==> src/rtl/scale_addr_gen_if.sv <==
// Address stream from the scale address generator to the pixel datapath.
// Latency: none (wires only).
// Backpressure: ADDR_READY from the consumer; producer holds the beat while low.
// Signals: ADDR_VALID/ADDR_READY handshake, RD_ADDR source address,
//          WR_ADDR output pixel index, GROUP_FIRST/GROUP_LAST group markers.
interface scale_addr_gen_if #(
   parameter int RD_AW = 15,
   parameter int WR_AW = 21
);
   logic             ADDR_VALID;
   logic             ADDR_READY;
   logic [RD_AW-1:0] RD_ADDR;
   logic [WR_AW-1:0] WR_ADDR;
   logic             GROUP_FIRST;
   logic             GROUP_LAST;

   modport master (
      output ADDR_VALID, RD_ADDR, WR_ADDR, GROUP_FIRST, GROUP_LAST,
      input  ADDR_READY
   );

   modport slave (
      input  ADDR_VALID, RD_ADDR, WR_ADDR, GROUP_FIRST, GROUP_LAST,
      output ADDR_READY
   );
endinterface

==> src/rtl/scale_addr_gen.sv <==
// Walks one output frame, emitting source read addresses and output write indices.
// Latency: first beat the cycle after START; one beat per cycle thereafter.
// Backpressure: beat outputs hold while ADDR_READY is low; counters advance only on accept.
// Ports: CLK/RESET_N clock and async active-low reset; START + ALGORITHM/SHIFT_FACTOR/
//        IMG_WIDTH_OUT/IMG_HEIGHT_OUT frame configuration; addr address stream (master);
//        BUSY high during the walk; DONE one-cycle pulse at frame end.
module scale_addr_gen #(
   parameter int SRC_W = 160,
   parameter int SRC_H = 120,
   parameter int RD_AW = 15,
   parameter int WR_AW = 21
) (
   input  logic                  CLK,
   input  logic                  RESET_N,
   input  logic                  START,
   input  logic [1:0]            ALGORITHM,
   input  logic [1:0]            SHIFT_FACTOR,
   input  logic [10:0]           IMG_WIDTH_OUT,
   input  logic [9:0]            IMG_HEIGHT_OUT,
   scale_addr_gen_if.master      addr,
   output logic                  BUSY,
   output logic                  DONE
);

   typedef enum logic [1:0] {S_IDLE, S_RUN, S_FIN} state_t;

   localparam logic [13:0] SX_MAX = 14'(SRC_W - 1);
   localparam logic [13:0] SY_MAX = 14'(SRC_H - 1);

   state_t           r_state, w_next_state;
   logic [1:0]       r_alg, r_s;
   logic [10:0]      r_w, r_out_x;
   logic [9:0]       r_h, r_out_y;
   logic [2:0]       r_sub_x, r_sub_y;
   logic [WR_AW-1:0] r_wr_addr;
   logic             r_zero_pend;

   logic             w_valid, w_fire, w_start_ok, w_zero_cfg;
   logic [2:0]       w_sub_max;
   logic             w_sub_x_last, w_sub_y_last, w_grp_first, w_grp_last;
   logic             w_x_last, w_y_last;
   logic [13:0]      w_ox_ext, w_oy_ext, w_sx_raw, w_sy_raw;
   logic [RD_AW-1:0] w_sx_c, w_sy_c, w_rd;

   assign w_valid    = (r_state == S_RUN);
   assign w_fire     = w_valid & addr.ADDR_READY;
   assign w_zero_cfg = (IMG_WIDTH_OUT == 11'd0) || (IMG_HEIGHT_OUT == 10'd0);
   // A pending empty frame still occupies IDLE for one cycle, so START is not accepted then.
   assign w_start_ok = START && (r_state == S_IDLE) && !r_zero_pend;

   // Only block-average walks a sub-grid; every other mode is a 1x1 group.
   assign w_sub_max    = (r_alg == 2'b11) ? 3'((4'd1 << r_s) - 4'd1) : 3'd0;
   assign w_sub_x_last = (r_sub_x == w_sub_max);
   assign w_sub_y_last = (r_sub_y == w_sub_max);
   assign w_grp_first  = (r_sub_x == 3'd0) && (r_sub_y == 3'd0);
   assign w_grp_last   = w_sub_x_last && w_sub_y_last;
   assign w_x_last     = (r_out_x == r_w - 11'd1);
   assign w_y_last     = (r_out_y == r_h - 10'd1);

   assign w_ox_ext = {3'b000, r_out_x};
   assign w_oy_ext = {4'b0000, r_out_y};

   always_comb begin
      w_sx_raw = w_ox_ext;
      w_sy_raw = w_oy_ext;
      case (r_alg)
         2'b10: begin
            w_sx_raw = w_ox_ext << r_s;
            w_sy_raw = w_oy_ext << r_s;
         end
         2'b11: begin
            w_sx_raw = (w_ox_ext << r_s) + {11'd0, r_sub_x};
            w_sy_raw = (w_oy_ext << r_s) + {11'd0, r_sub_y};
         end
         default: begin
            w_sx_raw = w_ox_ext >> r_s;
            w_sy_raw = w_oy_ext >> r_s;
         end
      endcase
   end

   // Saturate so an oversized output frame never reads outside the source image.
   assign w_sx_c = (w_sx_raw > SX_MAX) ? RD_AW'(SX_MAX) : RD_AW'(w_sx_raw);
   assign w_sy_c = (w_sy_raw > SY_MAX) ? RD_AW'(SY_MAX) : RD_AW'(w_sy_raw);
   // y*160 as y*128 + y*32.
   assign w_rd   = (w_sy_c << 7) + (w_sy_c << 5) + w_sx_c;

   always_ff @(posedge CLK or negedge RESET_N) begin
      if (!RESET_N) r_state <= S_IDLE;
      else          r_state <= w_next_state;
   end

   always_comb begin
      w_next_state = r_state;
      case (r_state)
         S_IDLE: begin
            if (r_zero_pend)                    w_next_state = S_FIN;
            else if (w_start_ok && !w_zero_cfg) w_next_state = S_RUN;
         end
         S_RUN: begin
            if (w_fire && w_grp_last && w_x_last && w_y_last) w_next_state = S_FIN;
         end
         S_FIN:   w_next_state = S_IDLE;
         default: w_next_state = S_IDLE;
      endcase
   end

   always_ff @(posedge CLK or negedge RESET_N) begin
      if (!RESET_N) begin
         r_alg       <= 2'd0;
         r_s         <= 2'd0;
         r_w         <= 11'd0;
         r_h         <= 10'd0;
         r_out_x     <= 11'd0;
         r_out_y     <= 10'd0;
         r_sub_x     <= 3'd0;
         r_sub_y     <= 3'd0;
         r_wr_addr   <= '0;
         r_zero_pend <= 1'b0;
      end else begin
         r_zero_pend <= 1'b0;
         if (w_start_ok) begin
            r_alg       <= ALGORITHM;
            r_s         <= SHIFT_FACTOR;
            r_w         <= IMG_WIDTH_OUT;
            r_h         <= IMG_HEIGHT_OUT;
            r_out_x     <= 11'd0;
            r_out_y     <= 10'd0;
            r_sub_x     <= 3'd0;
            r_sub_y     <= 3'd0;
            r_wr_addr   <= '0;
            r_zero_pend <= w_zero_cfg;
         end else if (w_fire) begin
            if (!w_grp_last) begin
               if (w_sub_x_last) begin
                  r_sub_x <= 3'd0;
                  r_sub_y <= r_sub_y + 3'd1;
               end else begin
                  r_sub_x <= r_sub_x + 3'd1;
               end
            end else begin
               r_sub_x   <= 3'd0;
               r_sub_y   <= 3'd0;
               r_wr_addr <= r_wr_addr + WR_AW'(1);
               if (w_x_last) begin
                  r_out_x <= 11'd0;
                  if (!w_y_last) r_out_y <= r_out_y + 10'd1;
               end else begin
                  r_out_x <= r_out_x + 11'd1;
               end
            end
         end
      end
   end

   // Beat outputs are forced to zero outside RUN so IDLE/FIN/reset present a quiet bus.
   assign addr.ADDR_VALID  = w_valid;
   assign addr.RD_ADDR     = w_valid ? w_rd : '0;
   assign addr.WR_ADDR     = w_valid ? r_wr_addr : '0;
   assign addr.GROUP_FIRST = w_valid & w_grp_first;
   assign addr.GROUP_LAST  = w_valid & w_grp_last;
   assign BUSY             = w_valid;
   assign DONE             = (r_state == S_FIN);

endmodule
==> src/flat_wrapper.sv <==
// flat-port wrapper written by rule: the top's interface ports become plain ports
module scale_addr_gen_flat 
#(
   parameter int SRC_W = 160,
   parameter int SRC_H = 120,
   parameter int RD_AW = 15,
   parameter int WR_AW = 21
)
  (CLK, RESET_N, START, ALGORITHM, SHIFT_FACTOR, IMG_WIDTH_OUT, IMG_HEIGHT_OUT, BUSY, DONE, addr_ADDR_VALID, addr_RD_ADDR, addr_WR_ADDR, addr_GROUP_FIRST, addr_GROUP_LAST, addr_ADDR_READY);
  scale_addr_gen_if #(.RD_AW(RD_AW), .WR_AW(WR_AW)) addr_i ();
  input  logic CLK;
  input  logic RESET_N;
  input  logic START;
  input  logic [1:0] ALGORITHM;
  input  logic [1:0] SHIFT_FACTOR;
  input  logic [10:0] IMG_WIDTH_OUT;
  input  logic [9:0] IMG_HEIGHT_OUT;
  output logic BUSY;
  output logic DONE;
  output wire logic [$bits(addr_i.ADDR_VALID)-1:0] addr_ADDR_VALID;
  output wire logic [$bits(addr_i.RD_ADDR)-1:0] addr_RD_ADDR;
  output wire logic [$bits(addr_i.WR_ADDR)-1:0] addr_WR_ADDR;
  output wire logic [$bits(addr_i.GROUP_FIRST)-1:0] addr_GROUP_FIRST;
  output wire logic [$bits(addr_i.GROUP_LAST)-1:0] addr_GROUP_LAST;
  input wire logic [$bits(addr_i.ADDR_READY)-1:0] addr_ADDR_READY;
  assign addr_ADDR_VALID = addr_i.ADDR_VALID;
  assign addr_RD_ADDR = addr_i.RD_ADDR;
  assign addr_WR_ADDR = addr_i.WR_ADDR;
  assign addr_GROUP_FIRST = addr_i.GROUP_FIRST;
  assign addr_GROUP_LAST = addr_i.GROUP_LAST;
  assign addr_i.ADDR_READY = addr_ADDR_READY;
  scale_addr_gen #(.SRC_W(SRC_W), .SRC_H(SRC_H), .RD_AW(RD_AW), .WR_AW(WR_AW)) u_core (.CLK(CLK), .RESET_N(RESET_N), .START(START), .ALGORITHM(ALGORITHM), .SHIFT_FACTOR(SHIFT_FACTOR), .IMG_WIDTH_OUT(IMG_WIDTH_OUT), .IMG_HEIGHT_OUT(IMG_HEIGHT_OUT), .addr(addr_i), .BUSY(BUSY), .DONE(DONE));
endmodule
==> config.mk <==
export PLATFORM = sky130hd
export DESIGN_NAME = scale_addr_gen_flat
export DESIGN_NICKNAME = d
export VERILOG_FILES = /design/src/rtl/scale_addr_gen_if.sv /design/src/rtl/scale_addr_gen.sv /design/src/flat_wrapper.sv
export SDC_FILE = /design/constraint.sdc
export NUM_CORES = 1
export LEC_CHECK = 0
export CAP_MARGIN = 25
export CELL_PAD_IN_SITES_DETAIL_PLACEMENT = 0
export CELL_PAD_IN_SITES_GLOBAL_PLACEMENT = 1
export CORE_ASPECT_RATIO = 0.9
export CORE_MARGIN = 3
export CORE_UTILIZATION = 30
export DETAILED_ROUTE_END_ITERATION = 16
export PLACE_DENSITY = 0.6
export SYNTH_ARGS = -nofsm -noshare
export SYNTH_HDL_FRONTEND = slang
export SYNTH_SLANG_ARGS = --single-unit
==> constraint.sdc <==
create_clock -name CLK -period 6.8 [get_ports CLK]
set_clock_uncertainty 0.1 [all_clocks]
set_input_delay 1.36 -clock CLK [delete_from_list [all_inputs] [get_ports CLK]]
set_output_delay 1.36 -clock CLK [all_outputs]
set_load 0.01 [all_outputs]
Yosys cells after proc, flatten, opt, wreduce, memory -nomap -nowiden

Index checks and enable logic that the tools add are counted.
Widths: inputs -> output; s select.

Logic and storage cells: 100
Bits in writable memories: 0
Bits in read-only memories: 0
Bits in latches: 0
Output and inout bits: 41
Memories kept: 0
Register bits after elaboration: 76
Input bits: 29

Shifts and indexed selects: 5
Multipliers: 0
Reductions and logical operators: 24
Bitwise operators: 3
Order comparisons: 2
Add/subtract/negate cells: 12
Equal/unequal tests: 11
Muxes and demuxes: 32
Div/mod/pow operators: 0

Operators by type and width:

| operator              | count |
|---|---|
| $mux 21               | 4 |
| $mux 10               | 6 |
| $pmux 14 s2           | 2 |
| $mux 11               | 4 |
| $add 15x15->15        | 2 |
| $add 14x3->14         | 2 |
| $mux 3                | 9 |
| $add 21x1->21 const B | 1 |
| $mux 15               | 1 |
| $gt 14x7->1 const B   | 1 |
| $gt 14x8->1 const B   | 1 |
| $mux 14               | 1 |
| $shl 10x2->14         | 1 |
| $shl 11x2->14         | 1 |
| $shr 10x2->14         | 1 |
| $shr 11x2->14         | 1 |
| $add 11x1->11 const B | 1 |
| $eq 11x11->1          | 1 |
| $logic_not 11->1      | 1 |
| $sub 11x1->11 const B | 1 |
| $add 10x1->10 const B | 1 |
| $eq 10x10->1          | 1 |
| $logic_not 10->1      | 1 |
| $sub 10x1->10 const B | 1 |
| 22 further kinds      | 43 |

Longest topological paths before layout

Gate-level depths: netlist of the first run.

Word-level depth: 10
Depth in mapped cells: 27
Mapped depth without buffers: 23

Least setup slack after synthesis of the first run

Ideal clock, no wire load.

Path kind: flip-flop to output port
From: reg u_core.r_s[0]
To: out addr_RD_ADDR[14]
Stages on the path, launching flop included: 26
Buffers on the path: 5
Setup slack: -811 ps
Data arrival time: 6151 ps
Required time: 5340 ps
Cell sequence: dfrtp_1 buf_2 clkbuf_1 clkbuf_1 buf_1 clkbuf_1 mux2i_1 nor2_1 ha_1 nand3_1 a221oi_1 nor3b_1 xor2_1 a21oi_1 or2_2 or2_2 ha_1 or4_1 ha_1 nor2b_1 o21ai_0 a21boi_0 o21ai_0 a21oi_1 nor3_1 nor3b_1

Longest elaborated chain between the ends: 8
Elaborated cells between the ends (all ways): 15
Classes of those cells: add/sub: 4; order compare: 2; shift: 4; mux: 5

Ends and longest elaborated chain:

| item                   | line                                       | RTL |
|---|---|---|
| from (decl)            | scale_addr_gen.sv:31                       | `logic [1:0] r_alg, r_s;` |
| from (signal assigned) | scale_addr_gen.sv:111                      | `r_s <= 2'd0;` |
| from (signal assigned) | scale_addr_gen.sv:124                      | `r_s <= SHIFT_FACTOR;` |
| $shl 10x2->14          | scale_addr_gen.sv:69, scale_addr_gen.sv:73 |  |
| $add 14x3->14          | scale_addr_gen.sv:73                       | `w_sy_raw = (w_oy_ext << r_s) + {11'd0, r_sub_y};` |
| $pmux 14 s2            | scale_addr_gen.sv:66                       | `case (r_alg)` |
| $gt 14x7->1            | scale_addr_gen.sv:84                       | `assign w_sy_c = (w_sy_raw > SY_MAX) ? RD_AW'(SY_MAX) : RD_AW'(w_sy_raw);` |
| $mux 10                | scale_addr_gen.sv:84                       |  |
| $add 15x15->15         | scale_addr_gen.sv:86                       | `assign w_rd = (w_sy_c << 7) + (w_sy_c << 5) + w_sx_c;` |
| $add 15x15->15 *       | scale_addr_gen.sv:86                       |  |
| $mux 15 *              | scale_addr_gen.sv:158                      | `assign addr.RD_ADDR = w_valid ? w_rd : '0;` |
| to (decl)              | flat_wrapper.sv:21                         | `output wire logic [$bits(addr_i.RD_ADDR)-1:0] addr_RD_ADDR;` |

Every way passes the cells marked *; elsewhere a longest branch is shown, timed or not.

Worst setup path after layout of the first run

From: reg u_core.r_s[1]
To: out addr_RD_ADDR[9]

Same word-level chain as after synthesis.

==> out/results.txt, run 1 <==
GRT Util Overall -> 0.172
Via density per instance -> 5.27
Pleak -> 0.00415 uW
WL/cell -> 16.5 um
Die area -> 0.0267 sq mm
Max Freq -> 0.153 GHz
Htree depth -> 3
Share of the synthesized area in the top cell type -> 0.255
Period utilization -> 0.964
Core Area -> 0.0243 sq mm
Post-synthesis mux area share -> 0.0701
DR pass1 iterations -> 4
Antenna cells -> 0
Top area cells in the synthesized netlist -> dfrtp_1 (26%), nand2_1 (6.1%), ha_1 (4.9%)
Final nets -> 1137
Power, Total -> 1940 uW
FFs w/ async S/R, synth -> 1.00
Tightest hold margin -> 0.397 ns
Mean Syn Cell Area -> 7.82 sq um
Main combinational cell family by area after synthesis -> simple AND/OR/NAND/NOR gates
Area grow syn2layout -> 29.8%
Register area -> 0.00190 sq mm
Antenna-violating nets left -> 0
Arr. time, crit path -> 5.09 ns
Starting DRT DRC Count -> 388
Ys flop type -> dfrtp_1
Hold WC Path Type -> reg -> reg
Multi-input logic area -> 0.00544 sq mm
First-pass GRT wire length -> 37200 um
Global route overflow -> 0
CTS Buf Count -> 9
Root Buffer -> clkbuf_16
Fin. max-slew vios -> 0
Setup crit end kind -> output port
Crit path max fanout -> 6
CP startpoint kind -> register
Vias in the first global route -> 6854
Register area share after synthesis -> 0.255
PD cells -> 201 mW/mm^2
Yosys warns -> 0
Clock Path Buffers -> 2
Post-synth top area cell -> dfrtp_1
Simple-gate share of the synthesized area -> 0.293
PortBufs -> 69
Worst VDD drop -> 0.143 mV
Pin count of the biggest net entering global routing -> 77
Cell Area, Synth -> 0.00744 sq mm
Die Ht -> 155 um
DRC -> 0
Initial Utilization -> 0.306
Post-synthesis adder-cell area fraction -> 0.0649
Seq cells post-synth -> 76
Mapped Cells -> 952
Share of cells above drive strength 1 -> 0.193
Number of flops mapped to enable cells by yosys -> 0
Hold Fails Final Rpt -> 0
Pin slew with the least headroom to its limit -> 1.00 ns
Reg clk slew, reported paths -> 0.06 ns
Placer Congestion -> 0.819
Post-synth cell types -> 77
Num rows -> 54
Final TNS setup -> 0 ns
Critical path type -> reg -> out
Initial antenna violation count -> 0
Outcome -> finished clean
Compound-cell area share of the yosys netlist -> 0.185
Via count -> 7310
Clock Latency Late Sink -> 0.35 ns
CTS tree -> yes
Fill count -> 2529
Clock sinks -> 76
HPWL Detailed -> 16800 um
Worst endpoint required time -> 5.34 ns
Xor and xnor area share after synthesis -> 0.0718
Period minus WS final -> 6.55 ns
Boundary pin count -> 70
WL final -> 22900 um
Die Width -> 172 um
Max-Cap Viols -> 0
Max_slew headroom -> 0.327
Endpoints failing setup -> 0
==> cell usage after synthesis, types with 4 or more instances <==
cell type and n:
a211oi_1 10, xor2_1 28, a2111oi_0 5, or4_1 6, nand4_1 27, mux4_2 5
nor2b_1 13, buf_1 8, clkbuf_1 45, nor4b_1 5, and4_1 12, and2_1 34
or3_1 10, buf_2 10, nand4b_1 4, inv_1 36, nor2_1 74, nand2b_1 7
and3_1 14, nor3b_1 5, a311oi_1 4, o21ai_0 52, xnor2_1 33, o211ai_1 8
dfrtp_1 76, nor4_1 13, mux2i_1 24, or2_2 6, a21oi_1 51, nor3_1 20
o21a_1 9, ha_1 29, a31o_1 4, nand2_1 120, fa_1 6, mux2_2 15
a31oi_1 18, nand3b_1 5, nand3_1 29, a21o_1 8
==> per-layer routing <==
metal  wire length (um)  up-vias  global-route usage  part of all wire
li1                   -     3683                   -                 -
met1              12100     3485               0.265              0.53
met2               9840      129               0.256              0.43
met3                781       13              0.0269             0.034
met4                193        0              0.0304            0.0084
met5                  0        -                   0                 0
==> where the power goes <==
group / internal, uW / switching, uW / leakage [uW] / total, uW
registers: 497 / 71.8 / 0.000969 / 569
logic: 416 / 424 / 0.00303 / 840
clock network: 324 / 207 / 0.000156 / 531
total: 1240 / 703 / 0.00415 / 1940
==> through the flow <==
step | std cells | cell area, sq um | util | worst slack [ns]
after floorplan | 958 | 7530 | - | 0.0121
after global placement | 1352 | 8930 | 0.367 | -0.0975
after detailed placement | 1352 | 8930 | 0.367 | -0.195
after CTS | 1374 | 9350 | 0.384 | 0.0346
after global routing | 1386 | 9660 | 0.397 | -0.00562
final | 1386 | 9660 | 0.397 | 0.247
==> cells by family (layout without fill, tap and decap cells) <==
group                    count (synthesis)  after routing
AND/OR/NAND/NOR                        417            417
adder cells (fa/ha/maj)                 35             35
AO/OA/AOI/OAI                          212            212
other                                    2              8
flip-flops                              76             76
XOR/XNOR                                61             61
multiplexers                            44             44
buffers and inverters                  105            225
==> state kept, by name, indices dropped and copies added (netlist names) <==
| signal | cells |
|---|---|
| u_core.r_out_y | 10 |
| u_core.r_wr_addr | 21 |
| u_core.r_sub_y | 3 |
| u_core.r_sub_x | 3 |
| u_core.r_w | 11 |
| u_core.r_h | 10 |
| u_core.r_s | 2 |
| u_core.r_state | 2 |
| u_core.r_zero_pend | 1 |
| u_core.r_out_x | 11 |
| u_core.r_alg | 2 |
==> layout make-up <==
type | instances | area share
clock buffers | 9 | 0.0233
clock inverters | 7 | 0.0102
inverters | 37 | 0.0144
multi-input cells | 777 | 0.563
flip-flops and latches | 76 | 0.197
well taps | 308 | 0.0399
repair buffers | 172 | 0.152
==> repair_timing <==
| item | CTS | global route |
|---|---|---|
| setup buffers | 6 | 11 |
| pin swaps | 8 | 22 |
| endpoints found under the setup margin | 6 | 7 |
| hold buffers | 0 | 0 |
| gates resized for setup | 24 | 47 |
| endpoints found under the hold margin | 0 | 0 |
==> worst paths after layout <==
kind                            slack, ns                   to  cells after the start              start
worst max-delay path                 0.25      addr_RD_ADDR[9]                     20      u_core.r_s[1]
worst min-delay path                 0.40    u_core.r_state[1]                      1  u_core.r_state[1]
worst max register to register       2.82    u_core.r_out_y[7]                     10      u_core.r_s[0]
worst min register to register       0.40    u_core.r_state[1]                      1  u_core.r_state[1]
max in group asynchronous            5.21        u_core.r_s[1]                      2            RESET_N
min in group asynchronous            0.79  u_core.r_wr_addr[4]                      1            RESET_N
==> worst max-delay path, cell delays in order (launching register included) <==
cell             delay [ns]
dfrtp_2                0.49
mux2i_2                0.28
o21ai_2                0.12
ha_4                   0.29
a21oi_1                0.08
buf_4                  0.15
a221oi_4               0.23
nor3b_2                0.22
xor2_1                 0.21
a21oi_1                0.10
or2_4                  0.27
or2_2                  0.29
ha_1                   0.18
or4_4                  0.54
ha_4                   0.29
buf_4                  0.11
a21oi_4                0.04
buf_4                  0.13
xnor2_1                0.11
nor2_1                 0.08
clkdlybuf4s50_1        0.53
==> layout by cell type, fill, tap and decap left out, types with 7 or more instances in the layout <==
master	netlist	layout
nor4_1	13	12
o211ai_1	8	8
nand4_1	27	27
nand3_1	29	28
nand2b_1	7	7
xnor2_1	33	33
nand2_1	120	120
inv_1	36	36
or3_1	10	10
a211oi_1	10	9
ha_1	29	25
nor2b_1	13	12
clkbuf_16	0	9
and2_1	34	34
nor2_1	74	73
a21o_1	8	8
o21a_1	9	9
dfrtp_1	76	74
a31oi_1	18	17
xor2_1	28	28
o21ai_0	52	45
and4_1	12	11
and3_1	14	14
clkdlybuf4s50_1	0	63
mux2_2	15	14
a21oi_1	51	46
conb_1	2	8
mux2i_1	24	20
buf_4	3	102
nor3_1	20	17
No activity file was read; power rests on OpenSTA's default activity.
==> inputs of run 2 (changes only) <==
- CORE_UTILIZATION: 30 -> 35
- GPL_ROUTABILITY_DRIVEN: default -> 0
- PLACE_DENSITY: 0.6 -> 0.68
==> run 2 against run 1 <==
  * Clock power down 10%
  * Utilization up 8.4 points
  * Design area up 1.7%
  * Critical endpoint unchanged
  * Wire length down 2.4%
  * Combinational power up 3.0%
  * Global-route usage up 2.0 points
  * Largest cell class unchanged
  * Die area down 14%
  * Clock-buffer cell count unchanged
  * Via count up 0.16%
  * Maximum frequency down 1.4%
  * Hold slack better by 0.015 ns
  * Largest power group unchanged
==> out/results.txt, run 2 (synthesis results as in run 1) <==
Reg clk slew, reported paths -> 0.07 ns
Critical path type -> reg -> out
GR Util met3 -> 0.0301
Multi-input logic area -> 0.00562 sq mm
Top reg by flops -> u_core.r_wr_addr
Clock Path Buffers -> 2
PD cells -> 194 mW/mm^2
Delay-heaviest family, CP -> simple AND/OR/NAND/NOR gates
Final nets -> 1142
Boundary pin count -> 70
Gr busiest metal -> met2
Area grow syn2layout -> 32.0%
Arr. time, crit path -> 5.19 ns
HPWL Detailed -> 16200 um
GRT Util Overall -> 0.193
Die Ht -> 144 um
Period minus WS final -> 6.65 ns
Reg2reg start -> u_core.r_w[2]
WL/cell -> 16.4 um
First-pass GRT wire length -> 36600 um
Fin. max-slew vios -> 0
Via density per instance -> 5.37
Worst path slowest cell -> clkdlybuf4s50_1
Fill count -> 2032
CTS Buf Count -> 9
M1 GR Usage -> 0.277
RSZ-0062 raised after global routing -> true
Max_slew headroom -> 0.367
Die area -> 0.0231 sq mm
Initial Utilization -> 0.365
Via count -> 7322
Register area -> 0.00191 sq mm
Antenna cells -> 0
Clock Latency Late Sink -> 0.35 ns
Final TNS setup -> 0 ns
Cell Chain, Critical Path -> buf_6 > mux2i_4 > o21ai_4 > ha_4 > o21ai_4 > nor3_4 > nand4_1 > buf_4 > or4_1 > nand4_1 > nand3_2 > nor4b_4 > ha_2 > buf_4 > ha_4 > a21o_1 > a21oi_4 > buf_4 > buf_4 > xnor2_1 > nor2_1 > clkdlybuf4s50_1
Worst VDD drop -> 0.116 mV
Endpoints failing setup -> 0
WP buf/inv -> 6
Clock sinks -> 76
Antenna-violating nets left -> 0
R2r endpoint -> u_core.r_out_y[7]
Global route overflow -> 0
Num rows -> 49
Hold path depth -> 1
Root Buffer -> clkbuf_16
Commonest non-fill, non-tap cells in the layout -> nand2_1 (120), buf_4 (104), dfrtp_1 (73)
Period utilization -> 0.977
Outcome -> finished clean
Worst path max stage delay -> 0.54 ns
Worst r2r path cells -> 7
HP Start -> u_core.r_state[1]
Setup slack, reg-to-reg -> 2.97 ns
Share of cells above drive strength 1 -> 0.214
Htree depth -> 3
Hold WC Path Type -> reg -> reg
Final std cells w/o fill -> 1363
Max-Cap Viols -> 0
Pleak -> 0.00420 uW
WL final -> 22400 um
Core Area -> 0.0204 sq mm
Worst endpoint required time -> 5.34 ns
Crit path max fanout -> 6
Largest regs -> u_core.r_wr_addr: 21 flops, u_core.r_out_x: 11 flops, u_core.r_w: 11 flops
Inst Count DP -> 1321
Pin count of the biggest net entering global routing -> 72
Hold EP -> u_core.r_state[1]
DRC -> 0
CP startpoint kind -> register
DR pass1 iterations -> 5
Setup crit end kind -> output port
Hold Fails Final Rpt -> 0
Vias in the first global route -> 7062
Commonest non-fill, non-tap cell in the layout -> nand2_1
GR Layer Usage met2 -> 0.309
PortBufs -> 69
CTS tree -> yes
Die Width -> 160 um
Max Freq -> 0.150 GHz
Most frequent CP cell -> buf_4
Hold_buf cts -> 0
Max reg flops -> 21
Initial antenna violation count -> 0
Pin slew with the least headroom to its limit -> 0.944 ns
Starting DRT DRC Count -> 384
## run 2: worst max-delay path by stage
stage	slack, ns	startpoint	to	cells past startpoint
after floorplan	0.01	u_core.r_s[1]	addr_RD_ADDR[14]	27
after global placement	-0.16	u_core.r_s[0]	addr_RD_ADDR[14]	24
after detailed placement	-0.24	u_core.r_s[1]	addr_RD_ADDR[14]	21
after CTS	-0.14	u_core.r_s[0]	addr_RD_ADDR[14]	22
after global routing	-0.06	u_core.r_s[1]	addr_RD_ADDR[14]	25
final	0.15	u_core.r_s[1]	addr_RD_ADDR[9]	22
## run 2: metal layers
layer  wire length [um]  up-vias  part of all wire
met5                  0        -                 0
met4                294        0             0.013
met3                764       15             0.034
met2              10100      119              0.45
met1              11200     3504              0.50
li1                   -     3684                 -
## run 2: worst reg2reg max path: cells and delay by family, from the launching register on
| family | cells | cell delay, ns |
|---|---|---|
| flip-flops | 1 | 0.47 |
| AO/OA/AOI/OAI | 3 | 1.03 |
| AND/OR/NAND/NOR | 4 | 2.13 |
## run 2: cell type report
class | count | area share
multi-input cells | 777 | 0.572
well taps | 280 | 0.0356
flip-flops and latches | 76 | 0.194
inverters | 37 | 0.0141
clock inverters | 7 | 0.00662
repair buffers | 177 | 0.155
clock buffers | 9 | 0.0229
## run 2: power by group
group	leakage, uW	switching [uW]	internal (uW)
clock network	0.000141	219	257
logic	0.00309	435	431
registers	0.000967	71.8	497
## run 2: timing repair
item                                    4_1_cts  5_1_grt
gates resized for setup                      32       79
pin swaps                                    11       38
endpoints found under the setup margin        6        7
buffers inserted                             13       15
## run 2: metrics by stage
stage	utilization	area [sq um]	worst slack [ns]	hold slack, ns	total power, uW
6_report	0.481	9830	0.154	0.412	1910
5_1_grt	0.481	9830	-0.0615	0.445	2040
4_1_cts	0.458	9360	-0.137	0.414	1840
3_5_place_dp	0.435	8880	-0.239	0.404	1330
3_3_place_gp	0.435	8880	-0.156	0.396	1330
2_1_floorplan	-	7530	0.0121	0.345	1030
==> inputs of run 3 (changes only) <==
- CORE_UTILIZATION: 35 -> 40
- PLACE_DENSITY: 0.68 -> 0.76
==> run 3 against run 2 <==
  * Via count rose by 0.26%
  * Combinational power down 3.5%
  * Clock-buffer cell count unchanged
  * Utilization grew 5.0 points
  * Maximum frequency up 1.2%
  * Largest cell class unchanged
  * Cell count shrank 3.5%
  * Critical path type unchanged
  * Sequential share of layout area rose by 0.58 points
  * Setup slack gained 0.077 ns
  * Die area decreased by 12%
  * Global-route usage grew 1.8 points
==> out/results.txt, run 3 (synthesis results as in run 1) <==
Outcome -> finished clean
Max-Cap Viols -> 0
Setup crit end kind -> output port
GRT Util Overall -> 0.211
Fill count -> 1731
Antenna-violating nets left -> 0
Antenna cells -> 0
Num rows -> 46
Worst VDD drop -> 0.153 mV
Endpoints failing setup -> 0
Core Area -> 0.0180 sq mm
Worst endpoint required time -> 5.34 ns
Largest regs -> u_core.r_wr_addr: 21 flops, u_core.r_out_x: 11 flops, u_core.r_w: 11 flops
Hold WC Path Type -> reg -> reg
Commonest non-fill, non-tap cell in the layout -> nand2_1
Inst Count DP -> 1285
CP startpoint kind -> register
Hold Fails Final Rpt -> 0
Via count -> 7341
WL/cell -> 16.4 um
Area grow syn2layout -> 28.1%
CTS tree -> yes
Setup slack, reg-to-reg -> 2.90 ns
First-pass GRT wire length -> 35100 um
Hold EP -> u_core.r_state[1]
Root Buffer -> clkbuf_16
Top reg by flops -> u_core.r_wr_addr
WL final -> 21600 um
Arr. time, crit path -> 5.11 ns
Max Freq -> 0.152 GHz
DRC -> 0
Die area -> 0.0203 sq mm
Die Width -> 150 um
Final Util -> 0.531
Clock Path Buffers -> 2
Htree depth -> 3
Worst r2r path cells -> 8
PD cells -> 199 mW/mm^2
Clock Latency Late Sink -> 0.34 ns
Pin slew with the least headroom to its limit -> 1.00 ns
Period minus WS final -> 6.57 ns
Reg2reg start -> u_core.r_state[1]
Final std cells w/o fill -> 1315
Commonest non-fill, non-tap cells in the layout -> nand2_1 (120), buf_4 (99), dfrtp_1 (74)
Fin. max-slew vios -> 0
HP Start -> u_core.r_state[1]
Die Ht -> 135 um
Global route overflow -> 0
DR pass1 iterations -> 5
Reg clk slew, reported paths -> 0.06 ns
Initial antenna violation count -> 0
Pleak -> 0.00413 uW
Multi-input logic area -> 0.00544 sq mm
Crit path max fanout -> 7
Pin count of the biggest net entering global routing -> 77
Power, Total -> 1900 uW
Final TNS setup -> 0 ns
Via density per instance -> 5.58
Register area -> 0.00190 sq mm
Initial Utilization -> 0.415
Critical path type -> reg -> out
Boundary pin count -> 70
Vias in the first global route -> 6811
Share of cells above drive strength 1 -> 0.199
Hold_buf cts -> 0
Worst Setup Slack, final -> 0.230 ns
CTS Buf Count -> 9
Max reg flops -> 21
Period utilization -> 0.966
Starting DRT DRC Count -> 460
Clock sinks -> 76
Pre-CTS setup slack -> -0.221 ns
Final nets -> 1134
R2r endpoint -> u_core.r_wr_addr[12]
Hold path depth -> 1
Max_slew headroom -> 0.329
PortBufs -> 69
HPWL Detailed -> 15800 um
## run 3: metal layers
layer  vias to the layer above  share of wire  track usage
li1                       3675              -            -
met5                         -              0            0
met4                         0          0.012       0.0412
met2                       170           0.46        0.328
met1                      3476           0.48        0.311
met3                        20          0.049       0.0355
## run 3: worst max-delay path by stage
| stage | slack, ns | cells past startpoint | from | endpoint |
|---|---|---|---|---|
| 2_1_floorplan | 0.01 | 27 | u_core.r_s[1] | addr_RD_ADDR[14] |
| 6_report | 0.23 | 20 | u_core.r_s[1] | addr_RD_ADDR[9] |
| 4_1_cts | 0.003 | 23 | u_core.r_s[1] | addr_RD_ADDR[13] |
| 3_3_place_gp | -0.17 | 22 | u_core.r_s[1] | addr_RD_ADDR[14] |
| 3_5_place_dp | -0.22 | 23 | u_core.r_s[1] | addr_RD_ADDR[14] |
| 5_1_grt | -0.05 | 24 | u_core.r_s[1] | addr_RD_ADDR[13] |
## run 3: what timing repair did
item,in CTS,in global routing
resized for setup,27,50
endpoints found under the setup margin,6,7
buffers inserted,2,11
pin swaps,8,20
## run 3: worst max-delay path: stages (launching register included)
cell,delay (ns)
dfrtp_2,0.46
mux2i_2,0.29
o21ai_2,0.11
ha_4,0.30
nand3_2,0.11
buf_4,0.16
a22oi_2,0.15
and3_4,0.21
xor2_1,0.05
o31a_1,0.28
or2_2,0.30
or2_2,0.30
ha_1,0.18
or4_4,0.54
ha_4,0.23
buf_4,0.13
a21oi_2,0.15
buf_4,0.13
xnor2_1,0.05
nor2_1,0.08
clkdlybuf4s50_1,0.56
## run 3: per-stage QoR
stage	hold slack (ns)	cell area, sq um
3_3_place_gp	0.389	8850
2_1_floorplan	0.345	7530
4_1_cts	0.396	9210
6_report	0.395	9540
3_5_place_dp	0.387	8850
5_1_grt	0.437	9540
## run 3: final cells by class
| cell class | instances | share of cell area |
|---|---|---|
| clock buffers | 9 | 0.0236 |
| well taps | 240 | 0.0315 |
| inverters | 37 | 0.0146 |
| clock inverters | 7 | 0.00853 |
| repair buffers | 169 | 0.152 |
| multi-input cells | 777 | 0.570 |
| flip-flops and latches | 76 | 0.200 |
## run 3: power by group
part	total (uW)	internal, uW	switching (uW)
Combinational	835	416	419
Sequential	563	497	66.3
Clock	498	290	208
Total	1900	1200	693
